<file path="src/rtl/reg_file_pkg.sv">
// Shared definitions for the register-file read arbiter: default widths,
// requester count and requester-id encoding.
package reg_file_pkg;

   localparam int AW_DEF  = 8;
   localparam int DW_DEF  = 48;
   localparam int NUM_REQ = 2;

   typedef enum logic {
      REQ_0 = 1'b0,
      REQ_1 = 1'b1
   } req_id_e;

   // Tag travelling alongside an issued read until its data returns.
   typedef struct packed {
      logic    vld;
      req_id_e id;
   } tag_t;

endpackage

</file>
<file path="src/rtl/reg_file_rd_arb_if.sv">
// Requester and register-file signals of the read arbiter, bundled with
// modports: slave = arbiter side, master = requesters + register file side.
interface reg_file_rd_arb_if #(
   parameter int aw = reg_file_pkg::AW_DEF,
   parameter int dw = reg_file_pkg::DW_DEF
) ();

   logic          Req_Valid_0, Req_Valid_1;
   logic [aw-1:0] Req_Addr_0,  Req_Addr_1;
   logic          Req_Ready_0, Req_Ready_1;
   logic          Rsp_Valid_0, Rsp_Valid_1;
   logic [dw-1:0] Rsp_Data_0,  Rsp_Data_1;
   logic          Mem_Rd_En;
   logic [aw-1:0] Mem_Rd_Addr;
   logic [dw-1:0] Mem_Rd_Data;

   modport slave (
      input  Req_Valid_0, Req_Valid_1, Req_Addr_0, Req_Addr_1, Mem_Rd_Data,
      output Req_Ready_0, Req_Ready_1, Rsp_Valid_0, Rsp_Valid_1,
             Rsp_Data_0, Rsp_Data_1, Mem_Rd_En, Mem_Rd_Addr
   );

   modport master (
      output Req_Valid_0, Req_Valid_1, Req_Addr_0, Req_Addr_1, Mem_Rd_Data,
      input  Req_Ready_0, Req_Ready_1, Rsp_Valid_0, Rsp_Valid_1,
             Rsp_Data_0, Rsp_Data_1, Mem_Rd_En, Mem_Rd_Addr
   );

endinterface

</file>
<file path="src/rtl/rr_arb2.sv">
// Two-way grant selection. Round-robin by default; macro
// REG_FILE_RD_ARB_FIXED_PRIO_EN switches to strict priority for requester 0.
module rr_arb2
   import reg_file_pkg::*;
(
   input  logic [NUM_REQ-1:0] req,
   input  logic               last_grant,
   output logic [NUM_REQ-1:0] gnt
);

`ifdef REG_FILE_RD_ARB_FIXED_PRIO_EN
   logic unused_last_grant;
   assign unused_last_grant = last_grant;

   always_comb begin
      gnt = {req[1] & ~req[0], req[0]};
   end
`else
   // On contention the requester that did not win last time goes next.
   always_comb begin
      gnt = req;
      if (req == 2'b11) gnt = (last_grant == REQ_1) ? 2'b01 : 2'b10;
   end
`endif

endmodule

</file>
<file path="src/rtl/reg_file_rd_arb.sv">
// Two-requester read arbiter in front of a 1-cycle-latency register file.
// Arbitration mode selected by macro REG_FILE_RD_ARB_FIXED_PRIO_EN (in rr_arb2).
module reg_file_rd_arb
   import reg_file_pkg::*;
#(
   parameter int aw = AW_DEF,
   parameter int dw = DW_DEF
) (
   input  logic               Clock,
   input  logic               Reset_n,
   reg_file_rd_arb_if.slave   bus
);

   logic [NUM_REQ-1:0]         req, gnt_raw, gnt;
   logic                       accept;
   req_id_e                    acc_id;
   logic [aw-1:0]              rd_addr;

   logic                       last_grant_q, last_grant_d;
   tag_t                       tag_q, tag_d;
   logic [NUM_REQ-1:0]         rsp_vld_q, rsp_vld_d;
   logic [NUM_REQ-1:0][dw-1:0] rsp_data_q, rsp_data_d;

   assign req = {bus.Req_Valid_1, bus.Req_Valid_0};

   rr_arb2 u_arb (
      .req        (req),
      .last_grant (last_grant_q),
      .gnt        (gnt_raw)
   );

   // Grants are suppressed while reset is held so nothing is accepted then.
   always_comb begin
      gnt     = Reset_n ? gnt_raw : '0;
      accept  = |gnt;
      acc_id  = gnt[1] ? REQ_1 : REQ_0;
      rd_addr = '0;
      if (gnt[0]) rd_addr = bus.Req_Addr_0;
      if (gnt[1]) rd_addr = bus.Req_Addr_1;
   end

   assign bus.Req_Ready_0 = gnt[0];
   assign bus.Req_Ready_1 = gnt[1];
   assign bus.Mem_Rd_En   = accept;
   assign bus.Mem_Rd_Addr = rd_addr;

   always_comb begin
      last_grant_d = accept ? logic'(acc_id) : last_grant_q;
      tag_d.vld    = accept;
      tag_d.id     = acc_id;
      rsp_data_d   = rsp_data_q;
      for (int i = 0; i < NUM_REQ; i++) begin
         rsp_vld_d[i] = tag_q.vld && (int'(tag_q.id) == i);
         if (rsp_vld_d[i]) rsp_data_d[i] = bus.Mem_Rd_Data;
      end
   end

   always_ff @(posedge Clock or negedge Reset_n) begin
      if (!Reset_n) begin
         last_grant_q <= REQ_1;
         tag_q        <= '0;
         rsp_vld_q    <= '0;
         rsp_data_q   <= '0;
      end else begin
         last_grant_q <= last_grant_d;
         tag_q        <= tag_d;
         rsp_vld_q    <= rsp_vld_d;
         rsp_data_q   <= rsp_data_d;
      end
   end

   assign bus.Rsp_Valid_0 = rsp_vld_q[0];
   assign bus.Rsp_Valid_1 = rsp_vld_q[1];
   assign bus.Rsp_Data_0  = rsp_data_q[0];
   assign bus.Rsp_Data_1  = rsp_data_q[1];

endmodule

</file>
<file path="src/flat_wrapper.sv">
// flat-port wrapper written by rule: the top's interface ports become plain ports
module reg_file_rd_arb_flat import reg_file_pkg::*;
#(
   parameter int aw = AW_DEF,
   parameter int dw = DW_DEF
)
  (Clock, Reset_n, bus_Req_Valid_0, bus_Req_Valid_1, bus_Req_Addr_0, bus_Req_Addr_1, bus_Mem_Rd_Data, bus_Req_Ready_0, bus_Req_Ready_1, bus_Rsp_Valid_0, bus_Rsp_Valid_1, bus_Rsp_Data_0, bus_Rsp_Data_1, bus_Mem_Rd_En, bus_Mem_Rd_Addr);
  reg_file_rd_arb_if #(.aw(aw), .dw(dw)) bus_i ();
  input  logic Clock;
  input  logic Reset_n;
  input wire logic [$bits(bus_i.Req_Valid_0)-1:0] bus_Req_Valid_0;
  input wire logic [$bits(bus_i.Req_Valid_1)-1:0] bus_Req_Valid_1;
  input wire logic [$bits(bus_i.Req_Addr_0)-1:0] bus_Req_Addr_0;
  input wire logic [$bits(bus_i.Req_Addr_1)-1:0] bus_Req_Addr_1;
  input wire logic [$bits(bus_i.Mem_Rd_Data)-1:0] bus_Mem_Rd_Data;
  output wire logic [$bits(bus_i.Req_Ready_0)-1:0] bus_Req_Ready_0;
  output wire logic [$bits(bus_i.Req_Ready_1)-1:0] bus_Req_Ready_1;
  output wire logic [$bits(bus_i.Rsp_Valid_0)-1:0] bus_Rsp_Valid_0;
  output wire logic [$bits(bus_i.Rsp_Valid_1)-1:0] bus_Rsp_Valid_1;
  output wire logic [$bits(bus_i.Rsp_Data_0)-1:0] bus_Rsp_Data_0;
  output wire logic [$bits(bus_i.Rsp_Data_1)-1:0] bus_Rsp_Data_1;
  output wire logic [$bits(bus_i.Mem_Rd_En)-1:0] bus_Mem_Rd_En;
  output wire logic [$bits(bus_i.Mem_Rd_Addr)-1:0] bus_Mem_Rd_Addr;
  assign bus_i.Req_Valid_0 = bus_Req_Valid_0;
  assign bus_i.Req_Valid_1 = bus_Req_Valid_1;
  assign bus_i.Req_Addr_0 = bus_Req_Addr_0;
  assign bus_i.Req_Addr_1 = bus_Req_Addr_1;
  assign bus_i.Mem_Rd_Data = bus_Mem_Rd_Data;
  assign bus_Req_Ready_0 = bus_i.Req_Ready_0;
  assign bus_Req_Ready_1 = bus_i.Req_Ready_1;
  assign bus_Rsp_Valid_0 = bus_i.Rsp_Valid_0;
  assign bus_Rsp_Valid_1 = bus_i.Rsp_Valid_1;
  assign bus_Rsp_Data_0 = bus_i.Rsp_Data_0;
  assign bus_Rsp_Data_1 = bus_i.Rsp_Data_1;
  assign bus_Mem_Rd_En = bus_i.Mem_Rd_En;
  assign bus_Mem_Rd_Addr = bus_i.Mem_Rd_Addr;
  reg_file_rd_arb #(.aw(aw), .dw(dw)) u_core (.Clock(Clock), .Reset_n(Reset_n), .bus(bus_i));
endmodule
</file>
<file path="config.mk">
export PLATFORM = sky130hd
export DESIGN_NAME = reg_file_rd_arb_flat
export DESIGN_NICKNAME = d
export VERILOG_FILES = /design/src/rtl/reg_file_pkg.sv /design/src/rtl/reg_file_rd_arb_if.sv /design/src/rtl/rr_arb2.sv /design/src/rtl/reg_file_rd_arb.sv /design/src/flat_wrapper.sv
export SDC_FILE = /design/constraint.sdc
export NUM_CORES = 1
export LEC_CHECK = 0
export CORE_ASPECT_RATIO = 1.1
export CORE_UTILIZATION = 44
export CTS_BUF_LIST = sky130_fd_sc_hd__clkbuf_4
export CTS_CLUSTER_DIAMETER = 200
export CTS_CLUSTER_SIZE = 28
export DETAILED_ROUTE_END_ITERATION = 10
export GPL_ROUTABILITY_DRIVEN = 0
export PLACE_DENSITY = 0.9
export SYNTH_ARGS = -nofsm -noshare
export SYNTH_HDL_FRONTEND = slang
export SYNTH_SLANG_ARGS = --single-unit
</file>
<file path="constraint.sdc">
create_clock -name Clock -period 3.4 [get_ports Clock]
set_clock_uncertainty 0.05 [all_clocks]
set_input_delay 0.68 -clock Clock [delete_from_list [all_inputs] [get_ports Clock]]
set_output_delay 0.68 -clock Clock [all_outputs]
set_load 0.01 [all_outputs]
</file>
==> flow_summary.ini, run 1 <==
[run_status]
status = finished clean

[yosys]
yosysWarnings = 0
syn_avg_cell_area_um2 = 15.8
yosys-top-cells-area = dfrtp_1 (63%), mux2_2 (25%), mux2_4 (3.4%)
syn-instance-count = 249
syn-num-nets = 317
yosysTopAreaCell = dfrtp_1
synth_top_area_share_pct = 63.5
ys_seq_area_share_pct = 64.2
synth_cell_types = 17
ys_ff_latch = 101
syn_area_um2 = 3940

[timing]
maxSlewViolCount = 0
fmax_mhz = 311
slew_headroom_pct = 50.1
fin_crit_ns = 3.21
worst_pin_slew_ns = 0.748
rsz0062_at_grt = false
finalCritPeriodShare_pct = 94.5
tns_ns = 0
setup_violations = 0
hold_violations = 0

[floorplanning]
core_um2 = 8540
die_h_um = 101
io_pins = 177
start_util_pct = 46.2
std_cell_rows = 35
die-area_um2 = 9340
die_x_um = 92.2

[worst_setup_path]
critPathMaxFanout = 10
worstSetupStartpointType = primary input
cp_slowest_cell = nor2b_1
crit_cells = 4
critPathRequiredTime_ns = 2.67
critical_path_buf_inv_count = 2
critical-path-max-stage-delay_ns = 0.58
worst_r2r_path_depth = 3
crit_type = primary input to output port
critical_path_arrival_ns = 2.48
cp-end-kind = output port
cp_top_family = buffers and inverters
path_cells = clkdlybuf4s50_1 -> nor2b_1 -> o32ai_1 -> clkdlybuf4s50_1
path_common_cell = clkdlybuf4s50_1

[cts]
cts_resized = 0
numCtsBuffers = 9
insertion_delay_ns = 0.41
clk_pin_slew_ns = 0.15
clockBufferDepth = 2
cts_setup_buffers = 0
htree_levels = 3
cts_tree = yes
hold_buffers = 0
cts-root-buf = clkbuf_4
clock-sinks = 101

[global_routing]
grt_pass1_wl_um = 14600
grt_overflow = 0
grtUsageTotal_pct = 20.4
grt_max_degree = 61
antenna_found_initial = 0
grt_pass1_vias = 2916

[layout]
drive_gt1_share_pct = 27.7
layout_common_cells = clkdlybuf4s50_1 (175), dfrtp_1 (100), mux2_2 (86), nand2_1 (17), clkbuf_4 (10)
synthToLayoutAreaGrowth_pct = 50.3
fin_nets = 493
antenna_cells = 0
layout_commonest_cell = clkdlybuf4s50_1

[drt]
route.vias.total = 2729
drt_iter0_drc = 71
dr.pass1.iters = 4
viasPerCell = 5.04
wl_um = 9240
post_drt_wl_per_cell_um = 17.1
postRouteAntennaNets = 0
drc_errors = 0

[pwr]
p_sw_share_pct = 27.3
p_leak_nw = 2.50
clkPwrFrac_pct = 18.4
p_total_mw = 3.32
pwr-share-seq_pct = 47.8
p_sw_uw = 906
combPwrFrac_pct = 33.8
p_per_area_nw_per_um2 = 560
p_int_mw = 2.41
vdd.ir_drop.worst_v = 0.000265

[placed_design]
dp_hpwl_um = 6790
port_buffers = 176

[min_path]
min_path_type = primary input to asynchronous set/reset pin

[flow_run]
drv_cap = 0
==> worst paths after layout <==
path,start,end,slack (ns)
worst max-delay path,bus_Req_Valid_1,bus_Mem_Rd_Addr[7],0.19
worst min-delay path,Reset_n,u_core.bus.Rsp_Data_0[16]$_DFFE_PN0P_,0.07
worst max register to register,u_core.tag_q[1]$_DFF_PN0_,u_core.bus.Rsp_Data_1[9]$_DFFE_PN0P_,1.61
worst min register to register,u_core.bus.Rsp_Data_0[21]$_DFFE_PN0P_,u_core.bus.Rsp_Data_0[21]$_DFFE_PN0P_,0.47
max in group asynchronous,Reset_n,u_core.bus.Rsp_Data_1[14]$_DFFE_PN0P_,2.17
min in group Clock,u_core.bus.Rsp_Data_0[21]$_DFFE_PN0P_,u_core.bus.Rsp_Data_0[21]$_DFFE_PN0P_,0.47
==> cell type report <==
class / instances / area (um2)
Sequential cell: 101 / 2530
Clock buffer: 10 / 75.1
Inverter: 4 / 15.0
Multi-Input combinational cell: 130 / 1310
Tap cell: 111 / 139
Fill cell: 633 / 2620
Timing Repair Buffer: 179 / 1790
Clock inverter: 6 / 63.8
==> synth_stat cells (all sizes together) <==
library cell / instances
a21bo: 1
a22o: 1
buf: 12
clkbuf: 2
dfrtp: 100
dfstp: 1
inv: 4
mux2: 96
nand2: 18
nand2b: 1
nor2: 4
nor2b: 1
o32ai: 8
==> power by group through the flow <==
stage | Clock (mW) | Combinational (mW) | Sequential [mW]
floorplan | 0 | 0.309 | 1.72
global placement | 0 | 1.11 | 1.59
detailed placement | 0 | 1.14 | 1.61
CTS | 0.631 | 1.14 | 1.59
global route | 0.680 | 1.19 | 1.62
finish | 0.609 | 1.12 | 1.58
==> metal layers <==
layer | track usage (%) | vias up | share of wire, %
met5 | 0 | - | 0
met1 | 23.7 | 1370 | 38
met2 | 36.2 | 117 | 53
met3 | 4.95 | 17 | 6.7
met4 | 8.77 | 0 | 2.4
li1 | - | 1225 | -
==> worst register-to-register path: stages, from the launching register on <==
cell and delay (ns):
dfrtp_1 0.44, nand2_2 0.53, buf_12 0.28, mux2_2 0.38
==> per-stage QoR <==
| stage | hold WS [ns] | instances | worst slack, ns | instance area [um2] | utilization (%) |
|---|---|---|---|---|---|
| 4_1_cts | 0.0433 | 541 | 0.220 | 5920 | 69.4 |
| 2_1_floorplan | 0.334 | 249 | 1.27 | 3940 | - |
| 3_3_place_gp | 0.431 | 525 | 0.317 | 5790 | 67.8 |
| 6_report | 0.0686 | 541 | 0.188 | 5920 | 69.4 |
| 5_1_grt | 0.0536 | 541 | 0.118 | 5920 | 69.4 |
| 3_5_place_dp | 0.434 | 525 | 0.223 | 5790 | 67.8 |
==> cell families after synthesis <==
| group | count (synthesis) | share of synthesized area, % |
|---|---|---|
| compound gates | 10 | 2.25 |
| buf+inv | 18 | 2.70 |
| flops | 101 | 64.2 |
| mux | 96 | 28.3 |
| simple gates | 24 | 2.60 |
==> sequential cells by signal, summed over array words and instances (netlist names) <==
signal,count
u_core.bus.Rsp_Data_0,48
u_core.bus.Rsp_Data_1,48
u_core.last_grant_q,1
u_core.rsp_vld_q,2
u_core.tag_q,2
No activity file was read; power rests on OpenSTA's default activity.
==> run 2: changes to the inputs <==
Settings changed: CORE_UTILIZATION 44 to 40, PLACE_DENSITY 0.9 to 0.83.
==> run 2 against run 1 <==
  * Core utilization shrank 6.7 points
  * Final cell count grew 1.3%
  * Non-clock buffer count grew 1
  * Clock-buffer cell count grew 1
  * Hold slack gained 0.40 ns
  * Via count shrank 0.18%
  * First-iteration DRC count shrank 28%
  * Sequential share of layout area is essentially flat
  * Sequential power is essentially flat
==> flow_summary.ini, run 2 (synthesis gave the netlist of run 1 again) <==
[worst_setup_path]
path_common_cell = clkdlybuf4s50_1
regToRegSetupSlack_ns = 1.70
startpoint = bus_Req_Valid_1
crit_type = primary input to output port
worst_r2r_path_depth = 3
critPathRequiredTime_ns = 2.67
critical_path_arrival_ns = 2.41
reg2reg_from = u_core.tag_q[1]$_DFF_PN0_
worstSetupStartpointType = primary input
critical-path-max-stage-delay_ns = 0.52
path_cells = clkdlybuf4s50_1 -> nor2b_1 -> o32ai_1 -> clkdlybuf4s50_1
cp_slowest_cell = nor2b_1
cp-end-kind = output port
r2r-end = u_core.bus.Rsp_Data_1[40]$_DFFE_PN0P_
critPathMaxFanout = 10
endpoint = bus_Mem_Rd_Addr[0]

[floorplanning]
start_util_pct = 41.7
io_pins = 177
die-area_um2 = 10300
die_x_um = 96.6
std_cell_rows = 37
die_h_um = 106
core_um2 = 9440

[layout]
synthToLayoutAreaGrowth_pct = 50.3
fin_nets = 494
layout_commonest_cell = clkdlybuf4s50_1
postLayoutCoreUtil_pct = 62.7
fill_cells = 732
seq_area_um2 = 2530
layout.cells.non_filler = 548
layout_common_cells = clkdlybuf4s50_1 (175), dfrtp_1 (100), mux2_2 (86), nand2_1 (17), clkbuf_4 (11)
antenna_cells = 0
multi_input_area_um2 = 1310
drive_gt1_share_pct = 27.6

[cts]
htree_levels = 3
cts_tree = yes
cts_setup_buffers = 0
cts_resized = 0
hold_buffers = 0
numCtsBuffers = 9
clock-sinks = 101
cts-root-buf = clkbuf_4
insertion_delay_ns = 0.43
clk_pin_slew_ns = 0.14
clockBufferDepth = 2

[placed_design]
dp_hpwl_um = 6720
placed_cells = 532
port_buffers = 176

[global_routing]
antenna_found_initial = 0
grt_pass1_wl_um = 14500
grt_pass1_vias = 2933
grt_overflow = 0
grt_max_degree = 57
grtUsageTotal_pct = 18.2

[timing]
finalCritPeriodShare_pct = 92.4
holdWs_ns = 0.471
rsz0062_at_grt = false
worst_pin_slew_ns = 0.712
maxSlewViolCount = 0
fmax_mhz = 318
tns_ns = 0
setup_violations = 0
fin_crit_ns = 3.14
slew_headroom_pct = 52.5
hold_violations = 0

[run_status]
status = finished clean

[drt]
route.vias.total = 2724
drt_iter0_drc = 51
drc_errors = 0
wl_um = 9160
postRouteAntennaNets = 0
dr.pass1.iters = 3
viasPerCell = 4.97
post_drt_wl_per_cell_um = 16.7

[pwr]
vdd.ir_drop.worst_v = 0.000260
p_leak_nw = 2.50
p_per_area_nw_per_um2 = 559
p_total_mw = 3.31

[min_path]
min_path_type = primary input to asynchronous set/reset pin

[flow_run]
drv_cap = 0
[run 2: cell types whose count changed in the layout (fill, tap and decap cells not counted), sizes merged]
| cell | before | now |
|---|---|---|
| buf | 4 | 5 |
| clkinvlp | 2 | 1 |
| clkbuf | 10 | 11 |
[run 2: per-layer routing]
layer / share of wire, % / global-route usage [%]
met1: 38 / 19.8
met5: 0 / 0
met2: 53 / 33.0
met4: 2.8 / 9.70
met3: 5.7 / 3.88
[run 2: through the flow]
stage	cell area, um2	setup WS [ns]
finish	5920	0.260
global route	5920	0.153
CTS	5920	0.267
detailed placement	5790	0.268
global placement	5790	0.324
floorplan	3940	1.27
[run 2: worst min path at each step]
stage / end / cells after the start
3_5_place_dp: u_core.bus.Rsp_Data_0[12]$_DFFE_PN0P_ / 1
4_1_cts: u_core.bus.Rsp_Data_1[8]$_DFFE_PN0P_ / 2
6_report: u_core.bus.Rsp_Data_1[2]$_DFFE_PN0P_ / 2
2_1_floorplan: u_core.bus.Rsp_Data_0[0]$_DFFE_PN0P_ / 0
5_1_grt: u_core.bus.Rsp_Data_1[46]$_DFFE_PN0P_ / 1
3_3_place_gp: u_core.bus.Rsp_Data_0[38]$_DFFE_PN0P_ / 1
[run 2: cell type report]
class | count | share of cell area (%)
clock buffers | 11 | 1.39
flip-flops and latches | 101 | 42.7
inverters | 4 | 0.254
well taps | 117 | 2.47
clock inverters | 5 | 0.866
repair buffers | 180 | 30.2
multi-input cells | 130 | 22.1
[run 2: critical path: cells and delay by family]
| kind | cells | cell delay (ns) |
|---|---|---|
| buf+inv | 2 | 1.02 |
| simple gates | 1 | 0.52 |
| compound gates | 1 | 0.19 |
[run 2: power breakdown]
part | internal (mW) | switching [mW]
combinational | 0.723 | 0.399
clock | 0.237 | 0.370
sequential | 1.45 | 0.129
==> run 3: changes to the inputs <==
Settings changed: RECOVER_POWER set to 50.
==> run 3 against run 2 <==
  * Flip-flop and latch count unchanged
  * Maximum frequency decreased by 2.3%
  * Total power decreased by 0.80%
  * Die area unchanged
  * Wire length about the same
  * Non-clock buffer count unchanged
  * Clock power about the same
  * Sequential power about the same
  * Sequential share of layout area increased by 0.40 points
  * Critical path type unchanged
  * Highest routed layer unchanged
==> flow_summary.ini, run 3 (synthesis gave the netlist of run 1 again) <==
[run_status]
status = finished clean

[cts]
cts-root-buf = clkbuf_4
hold_buffers = 0
clock-sinks = 101
cts_tree = yes
clockBufferDepth = 2
insertion_delay_ns = 0.42
htree_levels = 3
cts_setup_buffers = 0
clk_pin_slew_ns = 0.13
numCtsBuffers = 9
cts_resized = 0

[timing]
tns_ns = 0
hold_violations = 0
slew_headroom_pct = 9.83
finalCritPeriodShare_pct = 94.5
maxSlewViolCount = 0
worst_pin_slew_ns = 1.35
fmax_mhz = 311
holdWs_ns = 0.462
setup_violations = 0
rsz0062_at_grt = false
setup_slack_ns = 0.187
fin_crit_ns = 3.21

[floorplanning]
die-area_um2 = 10300
die_h_um = 106
std_cell_rows = 37
die_x_um = 96.6
io_pins = 177
start_util_pct = 41.7
core_um2 = 9440

[drt]
met3_length_um = 534
dr.pass1.iters = 2
postRouteAntennaNets = 0
route.vias.total = 2724
post_drt_wl_per_cell_um = 16.7
wl_met2_um = 4900
top_layer = met4
drc_errors = 0
wl_um = 9160
wl_met1_um = 3470
viasPerCell = 4.97
drt_iter0_drc = 51

[layout]
drive_gt1_share_pct = 24.6
synthToLayoutAreaGrowth_pct = 48.9
antenna_cells = 0
postLayoutCoreUtil_pct = 62.1
layout_common_cells = clkdlybuf4s50_1 (174), dfrtp_1 (100), mux2_2 (86), nand2_1 (18), clkbuf_4 (11)
fin_nets = 494
layout_commonest_cell = clkdlybuf4s50_1

[pwr]
p_total_mw = 3.29
vdd.ir_drop.worst_v = 0.000259
p_per_area_nw_per_um2 = 560
p_leak_nw = 2.44

[worst_setup_path]
critPathMaxFanout = 10
cp-end-kind = output port
critical_path_arrival_ns = 2.48
r2r-end = u_core.bus.Rsp_Data_1[20]$_DFFE_PN0P_
crit_type = primary input to output port
reg2reg_from = u_core.tag_q[1]$_DFF_PN0_
regToRegSetupSlack_ns = 0.99
worst_r2r_path_depth = 3
startpoint = bus_Req_Valid_1
worstSetupStartpointType = primary input
critPathRequiredTime_ns = 2.67
endpoint = bus_Mem_Rd_Addr[0]

[global_routing]
grt_pass1_wl_um = 14500
grt_overflow = 0
grt_max_degree = 57
grt_pass1_vias = 2933
grtUsageTotal_pct = 18.2
antenna_found_initial = 0

[placed_design]
place_ws_ns = 0.268
port_buffers = 176
dp_hpwl_um = 6720

[flow_run]
drv_cap = 0

[min_path]
min_path_type = register to register
[run 3: cell count changes in the layout (fill, tap and decap cells not counted)]
cell             previous run  this run
mux2_1                      1        10
mux2_4                      9         0
buf_4                       5         1
clkbuf_1                    0         3
clkbuf_2                    0         1
clkdlybuf4s50_1           175       174
dlygate4sd3_1               0         1
nand2_1                    17        18
nand2_2                     1         0
nand2b_2                    0         1
nand2b_4                    1         0
[run 3: per-stage QoR]
step	cells	instance area, um2
after global placement	532	5790
after global routing	548	5870
after detailed placement	532	5790
after floorplan	249	3940
after CTS	548	5920
final	548	5870
[run 3: layout make-up]
type                    count  area, um2
fillers                   748       3580
clock inverters             5       51.3
flip-flops and latches    101       2530
repair buffers            180       1780
clock buffers              11       82.6
well taps                 117        146
inverters                   4       15.0
multi-input cells         130       1270
[run 3: worst max-delay path: stages]
cell,delay (ns)
dlygate4sd3_1,0.57
nor2b_1,0.52
o32ai_1,0.19
clkdlybuf4s50_1,0.52
[run 3: worst min-delay path by stage]
stage | end | slack (ns) | cells past startpoint | startpoint
global route | u_core.bus.Rsp_Data_1[31]$_DFFE_PN0P_ | 0.48 | 1 | u_core.bus.Rsp_Data_1[31]$_DFFE_PN0P_
detailed placement | u_core.bus.Rsp_Data_0[12]$_DFFE_PN0P_ | 0.44 | 1 | u_core.bus.Rsp_Data_0[12]$_DFFE_PN0P_
CTS | u_core.bus.Rsp_Data_1[8]$_DFFE_PN0P_ | 0.46 | 2 | Reset_n
finish | u_core.bus.Rsp_Data_1[31]$_DFFE_PN0P_ | 0.46 | 1 | u_core.bus.Rsp_Data_1[31]$_DFFE_PN0P_
floorplan | u_core.bus.Rsp_Data_0[0]$_DFFE_PN0P_ | 0.33 | 0 | Reset_n
global placement | u_core.bus.Rsp_Data_0[38]$_DFFE_PN0P_ | 0.43 | 1 | u_core.bus.Rsp_Data_0[38]$_DFFE_PN0P_
[run 3: routing by layer]
metal	vias up	global-route usage [%]
li1	1225	-
met1	1370	19.8
met2	110	33.0
met3	19	3.88
met4	0	9.70
met5	-	0
[run 3: power by group]
group	total [mW]	internal, mW	switching [mW]
Clock	0.608	0.237	0.371
Combinational	1.10	0.700	0.396
Sequential	1.58	1.45	0.127
